$ cat src/rtl/pipelined_rc_adder.sv
`default_nettype none
// +----------------------------------------------------------------------------+
// | Module      : pipelined_rc_adder                                           |
// | Description : Pipelined ripple-carry adder/subtractor. Operands are cut    |
// |               into STAGES slices of WIDTH/STAGES bits; each slice is added |
// |               in its own stage with the carry registered between stages.   |
// |               Valid/ready handshake with a global stall for backpressure.  |
// | Revision    : 1.0 - initial release                                        |
// +----------------------------------------------------------------------------+
module pipelined_rc_adder #(
  parameter int WIDTH  = 32,
  parameter int STAGES = 4
) (
  input  logic             clk,
  input  logic             rst,
  input  logic             in_valid,
  output logic             in_ready,
  input  logic [WIDTH-1:0] a,
  input  logic [WIDTH-1:0] b,
  input  logic             cin,
  input  logic             sub,
  output logic             out_valid,
  input  logic             out_ready,
  output logic [WIDTH-1:0] sum,
  output logic             cout,
  output logic             ovf
);

  localparam int SLICE = WIDTH / STAGES;

  // Whole pipeline moves as one; a stall freezes every stage register.
  logic             adv;
  logic [WIDTH-1:0] b_x;
  logic [STAGES-1:0] vld_q;
  logic             last_vld_d;   // valid of the transaction entering the last stage
  logic [STAGES-1:0] cy_w;        // registered carry out of each stage

  assign in_ready  = ~out_valid | out_ready;
  assign adv       = in_ready;
  assign out_valid = vld_q[STAGES-1];
  assign cout      = cy_w[STAGES-1];

  // Subtraction is folded in up front so every stage sees a plain adder.
  assign b_x = sub ? ~b : b;

  // Valid shift chain; bubbles travel with the data, they are never squeezed out.
  always_ff @(posedge clk) begin
    if (rst) begin
      vld_q <= '0;
    end else if (adv) begin
      vld_q[0] <= in_valid;
      for (int k = 1; k < STAGES; k++) begin
        vld_q[k] <= vld_q[k-1];
      end
    end
  end

  if (STAGES == 1) begin : g_last_single
    assign last_vld_d = in_valid;
  end else begin : g_last_multi
    assign last_vld_d = vld_q[STAGES-2];
  end

  for (genvar j = 0; j < STAGES; j++) begin : g_slice
    // Number of deskew registers between this slice's adder and the output.
    localparam int D = STAGES - 1 - j;

    logic [SLICE-1:0] a_s;
    logic [SLICE-1:0] b_s;
    logic             c_in;
    logic [SLICE:0]   add_d;

    if (j == 0) begin : g_noskew
      assign a_s  = a[SLICE-1:0];
      assign b_s  = b_x[SLICE-1:0];
      assign c_in = cin;
    end else begin : g_skew
      logic [SLICE-1:0] a_dly_q [j];
      logic [SLICE-1:0] b_dly_q [j];

      // Delay operand slice j by j stages so it meets the carry from stage j-1.
      always_ff @(posedge clk) begin
        if (adv) begin
          a_dly_q[0] <= a[j*SLICE +: SLICE];
          b_dly_q[0] <= b_x[j*SLICE +: SLICE];
          for (int m = 1; m < j; m++) begin
            a_dly_q[m] <= a_dly_q[m-1];
            b_dly_q[m] <= b_dly_q[m-1];
          end
        end
      end

      assign a_s  = a_dly_q[j-1];
      assign b_s  = b_dly_q[j-1];
      assign c_in = cy_w[j-1];
    end

    assign add_d = {1'b0, a_s} + {1'b0, b_s} + {{SLICE{1'b0}}, c_in};

    if (D == 0) begin : g_out_direct
      logic [SLICE-1:0] res_q;
      logic             cy_q;
      logic             ovf_q;
      logic             msb_cin;

      // Carry into the MSB recovered from the MSB's own sum bit.
      assign msb_cin = a_s[SLICE-1] ^ b_s[SLICE-1] ^ add_d[SLICE-1];

      // Last stage: output register, only loaded by a valid result.
      always_ff @(posedge clk) begin
        if (rst) begin
          res_q <= '0;
          cy_q  <= 1'b0;
          ovf_q <= 1'b0;
        end else if (adv && last_vld_d) begin
          res_q <= add_d[SLICE-1:0];
          cy_q  <= add_d[SLICE];
          ovf_q <= msb_cin ^ add_d[SLICE];
        end
      end

      assign sum[j*SLICE +: SLICE] = res_q;
      assign cy_w[j]               = cy_q;
      assign ovf                   = ovf_q;
    end else begin : g_out_deskew
      logic [SLICE-1:0] pipe_q [D];
      logic [SLICE-1:0] res_q;
      logic             cy_q;

      // Stage register for this slice plus the deskew chain behind it.
      always_ff @(posedge clk) begin
        if (adv) begin
          cy_q      <= add_d[SLICE];
          pipe_q[0] <= add_d[SLICE-1:0];
          for (int m = 1; m < D; m++) begin
            pipe_q[m] <= pipe_q[m-1];
          end
        end
      end

      // Output register for this slice, aligned with the last stage.
      always_ff @(posedge clk) begin
        if (rst) begin
          res_q <= '0;
        end else if (adv && last_vld_d) begin
          res_q <= pipe_q[D-1];
        end
      end

      assign sum[j*SLICE +: SLICE] = res_q;
      assign cy_w[j]               = cy_q;
    end
  end

endmodule
`default_nettype wire

$ cat config.mk
export PLATFORM = sky130hd
export DESIGN_NAME = pipelined_rc_adder
export DESIGN_NICKNAME = d
export VERILOG_FILES = /design/src/rtl/pipelined_rc_adder.sv
export SDC_FILE = /design/constraint.sdc
export NUM_CORES = 1
export LEC_CHECK = 0
export ABC_AREA = 1
export CORE_ASPECT_RATIO = 0.9
export CORE_MARGIN = 4
export CORE_UTILIZATION = 50
export CTS_CLUSTER_SIZE = 40
export DETAILED_ROUTE_END_ITERATION = 8
export PLACE_DENSITY_LB_ADDON = 0.08
export SLEW_MARGIN = 20
export SYNTH_ARGS = -nofsm -noshare
export SYNTH_HDL_FRONTEND = slang
export SYNTH_SLANG_ARGS = --single-unit
$ cat constraint.sdc
create_clock -name clk -period 5.25 [get_ports clk]
set_clock_uncertainty 0.1 [all_clocks]
set_input_delay 0.525 -clock clk [delete_from_list [all_inputs] [get_ports clk]]
set_output_delay 0.525 -clock clk [all_outputs]
set_load 0.02 [all_outputs]
-- After elaboration in Yosys (flattened, before gate mapping)
Memories as Yosys holds them, arrays and structs flattened. A register that Yosys moved wholly into a read port is not among the register bits.
Cells that the tools add are included.
- $add $sub $neg: 8
- muxes and demuxes: 3
- bitwise operators: 6
- reductions and logical operators: 1
- operators with widths (cell ; count):
    $add 8x8->9 ; 4
    $add 9x1->9 ; 4
    $mux 32 ; 1
    $not 32->32 ; 1
    $xor 1x1->1 ; 3
    $mux 1 ; 2
    $logic_and 1x1->1 ; 1
    $not 1->1 ; 1
    $or 1x1->1 ; 1
- bits in registers: 17
- bits in writable memories: 144
- input bits: 70
- output and inout port bits: 36
- logic and storage cells: 34
- memories kept: 9
- memories (name ; words ; width ; rd ports ; clocked after Yosys merged registers in ; write ports ; RTL line ; RTL):
    g_slice[0].g_out_deskew.pipe_q ; 3 ; 8 ; 3 ; 1 ; 3 ; 126 ; logic [SLICE-1:0] pipe_q [D];
    g_slice[3].g_skew.a_dly_q ; 3 ; 8 ; 3 ; 0 ; 3 ; 78 ; logic [SLICE-1:0] a_dly_q [j];
    g_slice[3].g_skew.b_dly_q ; 3 ; 8 ; 3 ; 0 ; 3 ; 79 ; logic [SLICE-1:0] b_dly_q [j];
    g_slice[1].g_out_deskew.pipe_q ; 2 ; 8 ; 2 ; 1 ; 2 ; 126 ;
    g_slice[2].g_skew.a_dly_q ; 2 ; 8 ; 2 ; 0 ; 2 ; 78 ;
    g_slice[2].g_skew.b_dly_q ; 2 ; 8 ; 2 ; 0 ; 2 ; 79 ;
    3 more memories ; -- ; -- ; -- ; -- ; -- ; -- ;

-- Logic depth before layout (Yosys ltp)
Gate-level depths: netlist of the first run.
- depth in word-level cells: 4
- gate-level depth with buffers: 12
- mapped depth without buffers: 11

-- Worst setup path before layout of the first run
Ideal clock, no wire load.
- kind: input port to output port
- start point: in out_ready
- end point: out in_ready
- arrival time: 3562 ps
- required time: 4625 ps
- path slack: 1063 ps
- cell stages on the path: 2
- buffers on the path: 0
- path through: nor2_4 > inv_1
- longest elaborated chain between the ends: 1
- ends and longest elaborated chain (item ; RTL line ; RTL):
    from (decl) ; 23 ; input logic out_ready,
    $or 1x1->1 ; 38 ; assign in_ready = ~out_valid | out_ready;
    to (decl) ; 17 ; output logic in_ready,
Every way passes these cells.

-- Worst setup path after layout of the first run
Same ends and word-level chain as after synthesis.

==> results_dict.tcl, run 1 <==
set metrics [dict create \
    vias_per_cell 4.84 \
    overall_routed_net_length_mm 12.1 \
    crit_arrival_ns 2.44 \
    synth-compound-area-share_pct 4.56 \
    reg2reg_setup_slack_ns 2.92 \
    synth_xor_xnor_area_share_pct 6.15 \
    top_library_cells_by_usage_in_the_layout_fill_and_taps_aside "edfxtp_1 (147), nand2_1 (121), clkdlybuf4s50_1 (104), a21oi_1 (47), xor2_1 (45)" \
    layout.cells.most_common "edfxtp_1" \
    fp.coreArea_mm2 0.0143 \
    first_pass_grt_wire_length_mm 19.6 \
    fin_tns_setup_ns 0 \
    min_period_over_period_pct 58.3 \
    slew_violations 0 \
    row_count 41 \
    floorplan.initialDensity_pct 51.9 \
    worst-setup-path-type "in -> out" \
    placed_cell_count 845 \
    global_route_total_overflow 0 \
    synth-warning-count 0 \
    worst_slew_margin_rel_pct 39.3 \
    design.die.area_mm2 0.0168 \
    final_antenna_net_count 0 \
    synth.net_count 665 \
    combinational_family_with_the_most_area_after_synthesis "simple AND/OR/NAND/NOR gates" \
    power.density_mw_per_mm2 385 \
    tritoncts_sinks 185 \
    die_h_um 123 \
    antenna-diode-count 0 \
    number_of_buffers_inserted_during_clock_tree_synthesis 17 \
    synth_area_leader_cell "edfxtp_1" \
    chipWidth_um 136 \
    final_hold_viol_count 0 \
    critPathRequiredTime_ns 4.62 \
    cts-root-to-sink-buffers 2 \
    worst_setup_sp_type "input pin" \
    tightestPinTransition_ns 0.908 \
    gr-usage-all-layers_pct 15.2 \
    worst_skew_late_latency_ns 0.42 \
    drcViolationCount 0 \
    synth_area_mm2 0.00741 \
    avgRoutedWirePerCell_um 13.8 \
    muxShareOfSynthArea_pct 0 \
    antenna_found_initial 0 \
    fin_total_pwr_mw 3.54 \
    layout.cells.non_filler 877 \
    final_layout_size_suffix_gt1_share_pct 5.26 \
    grt_max_degree 86 \
    yosys.area_share.simple_pct 9.07 \
    cts.hold.buffers_added 0 \
    hpwl_dp_mm 8.26 \
    finalCriticalPeriod_ns 3.06 \
    rsz0062_at_grt "no" \
    io_pins 106 \
    finalSetupViolations 0 \
    drt_pre_antenna_iters 4 \
    max_cap_viol_count 0 \
    postCtsSetupBuffers 0 \
    placement.io_buffers 105 \
    cts.root.buffer_cell "clkbuf_16" \
    run_status "finished clean" \
    netlist_instances 559 \
    first_global_vias 4229 \
    final_nets 777 \
    clk_transition_reported_paths_ns 0.06 \
    area_contributors_post_synth "edfxtp_1 (60%), dfxtp_1 (10%), nand2_1 (6.1%)" \
    yosys_register_bits 185 \
    cts_tree "done" \
    vias 4241 \
    max_vdd_drop_v 0.000245 \
    place_congestion 0.869 \
    post_synth.cell_area_avg_um2 13.3 \
    endpoint_kind "output pin" \
    yosysSeqAreaShare_pct 69.9 \
    areaGrowthSynthToFinish_pct 24.2 \
    post_cts_resized 0 \
    achievable-frequency_mhz 327 \
    ys_types 24 \
    synth-adder-area-share_pct 6.89 \
    power.static_leakage_nw 3.66 \
    cts_max_level 4 \
    hold_path.class "reg -> reg" \
    first_iter_violations 204 \
    yosys.area.top_type_share_pct 59.6 \
    worstPathMaxFanout 85 \
]
[worst max-delay path, cell delays in order]
cell             delay (ns)
clkdlybuf4s50_1        0.51
nor2_4                 0.09
inv_6                  0.50
clkdlybuf4s50_1        0.74
[synthesized netlist by cell type, drive strengths merged]
cell type / count
a211oi: 2
a21o: 3
a21oi: 47
a31oi: 3
buf: 12
clkbuf: 3
dfxtp: 38
edfxtp: 147
fa: 8
ha: 28
inv: 44
nand2: 121
nand3: 18
nand4: 6
nor2: 20
o211ai: 3
o21ai: 4
xnor2: 7
xor2: 45
[sequential cells by signal, indices dropped and copies added, names as in the netlist]
register,flops
cout,1
g_slice.g_out_deskew.cy_q,3
g_slice.g_out_deskew.pipe_q,48
g_slice.g_out_deskew.res_q,24
g_slice.g_out_direct.res_q,8
g_slice.g_skew.a_dly_q,48
g_slice.g_skew.b_dly_q,48
ovf,1
vld_q,4
[path summary, 6_finish.rpt]
path	startpoint	endpoint	cells past startpoint
worst max-delay path	out_ready	in_ready	4
worst min-delay path	g_slice[0].g_out_deskew.pipe_q[1][6]	g_slice[0].g_out_deskew.pipe_q[2][6]	0
worst max register to register	g_slice[1].g_out_deskew.cy_q	g_slice[2].g_out_deskew.pipe_q[0][6]	9
worst min register to register	g_slice[0].g_out_deskew.pipe_q[1][6]	g_slice[0].g_out_deskew.pipe_q[2][6]	0
[stage by stage]
step | hold slack, ns | utilization (%) | instance area (um^2) | worst slack (ns)
2_1_floorplan | 0.300 | - | 7410 | 1.06
3_3_place_gp | 0.301 | 60.5 | 8630 | 2.21
3_5_place_dp | 0.305 | 60.5 | 8630 | 2.19
4_1_cts | 0.315 | 64.5 | 9200 | 2.18
5_1_grt | 0.320 | 64.5 | 9200 | 2.08
6_report | 0.313 | 64.5 | 9200 | 2.19
[area by class of cell]
type	count	area (um^2)
sequential	185	5170
clock inverter	6	62.6
inverter	44	170
multi-input combinational	315	1980
tap	193	241
timing repair buffer	108	1070
fill	1104	5060
clock buffer	26	510
[kinds of logic (layout without fill, tap and decap cells)]
group,count (synthesis),in the layout
fa+ha+maj,36,36
simple gates,165,165
flops,185,185
compound gates,62,62
buf+inv,59,184
xor+xnor,52,52
[power by group]
| group | total [mW] | internal, mW | switching [mW] |
|---|---|---|---|
| sequential | 1.91 | 1.84 | 0.0656 |
| combinational | 0.424 | 0.196 | 0.228 |
| clock | 1.21 | 0.720 | 0.491 |
| total | 3.54 | 2.76 | 0.784 |
[metal layers]
| metal | vias to the layer above | part of all wire [%] | GRT usage [%] |
|---|---|---|---|
| li1 | 2145 | - | - |
| met1 | 1991 | 44 | 18.7 |
| met2 | 91 | 50 | 25.9 |
| met3 | 14 | 4.9 | 4.76 |
| met4 | 0 | 1.3 | 4.66 |
| met5 | - | 0 | 0 |
Power figures use the tool's default switching activity.
==> run 2, diff against run 1 <==
--- a/config.mk
+++ b/config.mk
@@ -8,7 +8,7 @@
 export ABC_AREA = 1
 export CORE_ASPECT_RATIO = 0.9
 export CORE_MARGIN = 4
-export CORE_UTILIZATION = 50
+export CORE_UTILIZATION = 49
 export CTS_CLUSTER_SIZE = 40
 export DETAILED_ROUTE_END_ITERATION = 8
 export PLACE_DENSITY_LB_ADDON = 0.08
==> constraint.sdc (replaced) <==
create_clock -name clk -period 2.7 [get_ports clk]
set_clock_uncertainty 0.1 [all_clocks]
set_input_delay 0.27 -clock clk [delete_from_list [all_inputs] [get_ports clk]]
set_output_delay 0.27 -clock clk [all_outputs]
set_load 0.02 [all_outputs]
==> results_dict.tcl, run 2 (synthesized netlist as in run 1, its figures left out) <==
set metrics [dict create \
    first_iter_violations 286 \
    clk_transition_reported_paths_ns 0.07 \
    first_pass_grt_wire_length_mm 20.0 \
    top_library_cells_by_usage_in_the_layout_fill_and_taps_aside "edfxtp_1 (147), nand2_1 (121), clkdlybuf4s50_1 (104), a21oi_1 (47), xor2_1 (45)" \
    run_status "finished clean" \
    avgRoutedWirePerCell_um 13.6 \
    final_nets 779 \
    overall_routed_net_length_mm 12.0 \
    worst_path_largest_cell_delay_ns 0.48 \
    place_congestion 0.883 \
    worst_path_dominant_cell_family "adder cells" \
    layout.area.seq_mm2 0.00518 \
    finalCriticalPeriod_ns 2.29 \
    vias_per_cell 4.83 \
    gr-usage-all-layers_pct 14.9 \
    tightestPinTransition_ns 0.877 \
    design.die.area_mm2 0.0172 \
    worst_slew_margin_rel_pct 41.5 \
    io_pins 106 \
    reg.largest.list "g_slice.g_out_deskew.pipe_q: 48 flops, g_slice.g_skew.a_dly_q: 48 flops, g_slice.g_skew.b_dly_q: 48 flops" \
    drt_pre_antenna_iters 6 \
    grt_max_degree 151 \
    multi_input_area_mm2 0.00198 \
    crit_path_frequent_cell "nand2_1" \
    max_cap_viol_count 0 \
    cts_tree "done" \
    achievable-frequency_mhz 436 \
    final_antenna_net_count 0 \
    worstPathMaxFanout 3 \
    postCtsSetupBuffers 0 \
    power.static_leakage_nw 3.68 \
    cts-root-to-sink-buffers 2 \
    hpwl_dp_mm 8.26 \
    vias 4267 \
    final_hold_viol_count 0 \
    final_layout_size_suffix_gt1_share_pct 6.27 \
    finalSetupViolations 0 \
    fin_total_pwr_mw 6.96 \
    rsz0062_at_grt "no" \
    placement.io_buffers 105 \
    die_h_um 125 \
    drcViolationCount 0 \
    filler_cell_count 1127 \
    cts.root.buffer_cell "clkbuf_16" \
    min_period_over_period_pct 84.9 \
    crit_arrival_ns 2.35 \
    worst-setup-path-type "reg -> reg" \
    critPathRequiredTime_ns 2.76 \
    slew_violations 0 \
    max_vdd_drop_v 0.000432 \
    timing.critical_path.buf_inv 0 \
    tritoncts_sinks 185 \
    cts_max_level 4 \
    hold_path.class "in -> reg" \
    fp.coreArea_mm2 0.0148 \
    post_cts_resized 0 \
    endpoint_kind "flop" \
    number_of_buffers_inserted_during_clock_tree_synthesis 17 \
    placed_cell_count 852 \
    worst_skew_late_latency_ns 0.41 \
    areaGrowthSynthToFinish_pct 25.0 \
    power.density_mw_per_mm2 751 \
    worst_setup_sp_type "flop" \
    whs_ns 0.307 \
    layout.cells.most_common "edfxtp_1" \
    slowest_stage "fa_1" \
    chipWidth_um 138 \
    floorplan.initialDensity_pct 50.2 \
    global_route_total_overflow 0 \
    antenna-diode-count 0 \
    row_count 42 \
    antenna_found_initial 0 \
    layout.cells.non_filler 884 \
    first_global_vias 4295 \
    crit_path_cell_trace "fa_1, fa_1, nand3_1, nand3_1, nand2_1, nand2_1, nand2_1, nand2_1, xor2_1" \
    cts.hold.buffers_added 0 \
]
==> run 2: report_power, final <==
| part | switching, mW | internal, mW |
|---|---|---|
| logic | 0.441 | 0.381 |
| registers | 0.130 | 3.58 |
| clock network | 0.978 | 1.44 |
| total | 1.55 | 5.41 |
==> run 2: worst paths after layout <==
kind,start,to,slack [ns],cells after the start
min,a[18],g_slice[2].g_skew.a_dly_q[0][2],0.31,1
min reg2reg,g_slice[3].g_skew.b_dly_q[0][4],g_slice[3].g_skew.b_dly_q[0][12],0.31,0
max,g_slice[1].g_out_deskew.cy_q,g_slice[2].g_out_deskew.pipe_q[0][6],0.41,9
max reg2reg,g_slice[1].g_out_deskew.cy_q,g_slice[2].g_out_deskew.pipe_q[0][6],0.41,9
==> run 2: metrics by stage <==
stage | util (%) | setup TNS, ns | setup slack (ns) | instance area [um^2]
2_1_floorplan | - | -109.27 | -0.734 | 7420
3_3_place_gp | 58.7 | 0 | 0.271 | 8670
3_5_place_dp | 58.7 | 0 | 0.211 | 8670
4_1_cts | 62.7 | 0 | 0.406 | 9260
5_1_grt | 62.7 | 0 | 0.243 | 9260
6_report | 62.7 | 0 | 0.408 | 9260
==> run 2: final cells by class <==
cell class | instances | area share, %
Timing Repair Buffer | 110 | 11.8
Clock inverter | 10 | 1.27
Inverter | 44 | 1.82
Clock buffer | 22 | 5.12
Sequential cell | 185 | 55.9
Multi-Input combinational cell | 315 | 21.3
Tap cell | 198 | 2.68
==> run 2: layer usage <==
layer  wire length [um]  track usage, %
met5                  0               0
met4                212            6.22
met3                484            3.80
met1               5300            18.9
met2               6000            24.3
==> run 3, diff against run 2 <==
==> constraint.sdc (replaced) <==
create_clock -name clk -period 2.1 [get_ports clk]
set_clock_uncertainty 0.1 [all_clocks]
set_input_delay 0.21 -clock clk [delete_from_list [all_inputs] [get_ports clk]]
set_output_delay 0.21 -clock clk [all_outputs]
set_load 0.02 [all_outputs]
==> results_dict.tcl, run 3 (synthesized netlist as in run 1, its figures left out) <==
set metrics [dict create \
    max_vdd_drop_v 0.000780 \
    antenna-diode-count 0 \
    endpoint_kind "flop" \
    final_hold_viol_count 0 \
    filler_cell_count 1138 \
    rsz0062_at_grt "yes" \
    design.die.area_mm2 0.0172 \
    run_status "finished clean" \
    final_nets 795 \
    io_pins 106 \
    worst_slew_margin_rel_pct 66.0 \
    drcViolationCount 0 \
    tightestPinTransition_ns 0.509 \
    layout.cells.most_common "edfxtp_1" \
    grt_max_degree 73 \
    fin_util_pct 63.6 \
    number_of_buffers_inserted_during_clock_tree_synthesis 17 \
    row_count 42 \
    fin_tns_setup_ns 0 \
    drt_pre_antenna_iters 5 \
    achievable-frequency_mhz 477 \
    placement.io_buffers 105 \
    cts_tree "done" \
    placed_cell_count 867 \
    first_iter_violations 223 \
    finalCriticalPeriod_ns 2.10 \
    fp.coreArea_mm2 0.0148 \
    top_library_cells_by_usage_in_the_layout_fill_and_taps_aside "edfxtp_1 (147), nand2_1 (119), clkdlybuf4s50_1 (104), a21oi_1 (46), xor2_1 (45)" \
    worst-setup-path-type "reg -> reg" \
    cts.root.buffer_cell "clkbuf_16" \
    vias_per_cell 4.86 \
    global_route_total_overflow 0 \
    chipWidth_um 138 \
    avgRoutedWirePerCell_um 13.8 \
    crit_arrival_ns 2.16 \
    vias 4371 \
    worst_setup_sp_type "flop" \
    areaGrowthSynthToFinish_pct 26.8 \
    cts-root-to-sink-buffers 2 \
    power.static_leakage_nw 3.75 \
    hpwl_dp_mm 8.68 \
    cts_max_level 4 \
    die_h_um 125 \
    cts.hold.buffers_added 0 \
    tritoncts_sinks 185 \
    place_congestion 0.878 \
    clk_transition_reported_paths_ns 0.06 \
    final_layout_size_suffix_gt1_share_pct 10.4 \
    worstPathMaxFanout 2 \
    layout.cells.non_filler 900 \
    max_cap_viol_count 0 \
    antenna_found_initial 0 \
    gr-usage-all-layers_pct 15.1 \
    reg.largest.list "g_slice.g_out_deskew.pipe_q: 48 flops, g_slice.g_skew.a_dly_q: 48 flops, g_slice.g_skew.b_dly_q: 48 flops" \
    layout.area.seq_mm2 0.00518 \
    min_period_over_period_pct 99.8 \
    floorplan.initialDensity_pct 50.2 \
    slew_violations 0 \
    first_global_vias 4328 \
    finalSetupViolations 0 \
    first_pass_grt_wire_length_mm 20.1 \
    fin_total_pwr_mw 8.81 \
    overall_routed_net_length_mm 12.4 \
    critPathRequiredTime_ns 2.16 \
    power.density_mw_per_mm2 938 \
    multi_input_area_mm2 0.00203 \
    final_antenna_net_count 0 \
    hold_path.class "in -> reg" \
    worst_skew_late_latency_ns 0.42 \
]
[run 3: cell count changes in the layout (fill, tap and decap cells not counted), sizes merged]
| cell | previous run | this run |
|---|---|---|
| buf | 6 | 22 |
| clkinv | 4 | 8 |
| clkbuf | 22 | 20 |
| bufinv | 2 | 1 |
| clkinvlp | 3 | 2 |
[run 3: area by class of cell]
class	instances	area share, %
Timing Repair Buffer	126	13.1
Inverter	44	1.80
Clock inverter	12	1.09
Clock buffer	20	4.65
Tap cell	198	2.64
Sequential cell	185	55.1
Multi-Input combinational cell	315	21.6
[run 3: path summary, 6_finish.rpt]
path / slack (ns) / start / end / cells past startpoint
hold reg to reg: 0.31 / g_slice[3].g_skew.a_dly_q[0][10] / g_slice[3].g_skew.a_dly_q[0][18] / 0
setup reg to reg: 0.003 / g_slice[2].g_skew.b_dly_q[0][8] / g_slice[2].g_out_deskew.pipe_q[0][6] / 9
setup / recovery: 0.003 / g_slice[2].g_skew.b_dly_q[0][8] / g_slice[2].g_out_deskew.pipe_q[0][6] / 9
hold / removal: 0.24 / a[17] / g_slice[2].g_skew.a_dly_q[0][1] / 1
[run 3: what timing repair did]
| action | CTS | global route |
|---|---|---|
| resized for setup | 4 | 8 |
| pin swaps | 0 | 4 |
| setup buffers | 0 | 1 |
| endpoints found under the setup margin | 7 | 7 |
[run 3: per-stage QoR]
step	cell area, um^2	hold slack (ns)	setup slack, ns
3_3_place_gp	8800	0.301	-0.119
3_5_place_dp	8800	0.305	-0.154
6_report	9400	0.240	0.00347
2_1_floorplan	7430	0.209	-1.33
5_1_grt	9400	0.222	-0.0765
4_1_cts	9350	0.223	0.0169
[run 3: layer usage]
metal	share of wire, %	global-route usage (%)	vias up
li1	-	-	2180
met1	42	18.3	2060
met2	51	25.2	115
met3	5.4	4.81	16
met4	1.4	5.52	0
met5	0	0	-
[run 3: critical path, stage by stage, from the launching register on]
cell      delay (ns)
edfxtp_1        0.40
fa_2            0.42
fa_2            0.38
nand3_2         0.10
nand3_4         0.08
nand2_2         0.07
nand2_1         0.05
nand2_1         0.05
nand2_1         0.06
xor2_1          0.13
[run 3: power by group]
part	switching, mW	total (mW)	internal (mW)
combinational	0.605	1.15	0.548
clock	1.27	2.90	1.63
sequential	0.160	4.77	4.61
total	2.03	8.81	6.78
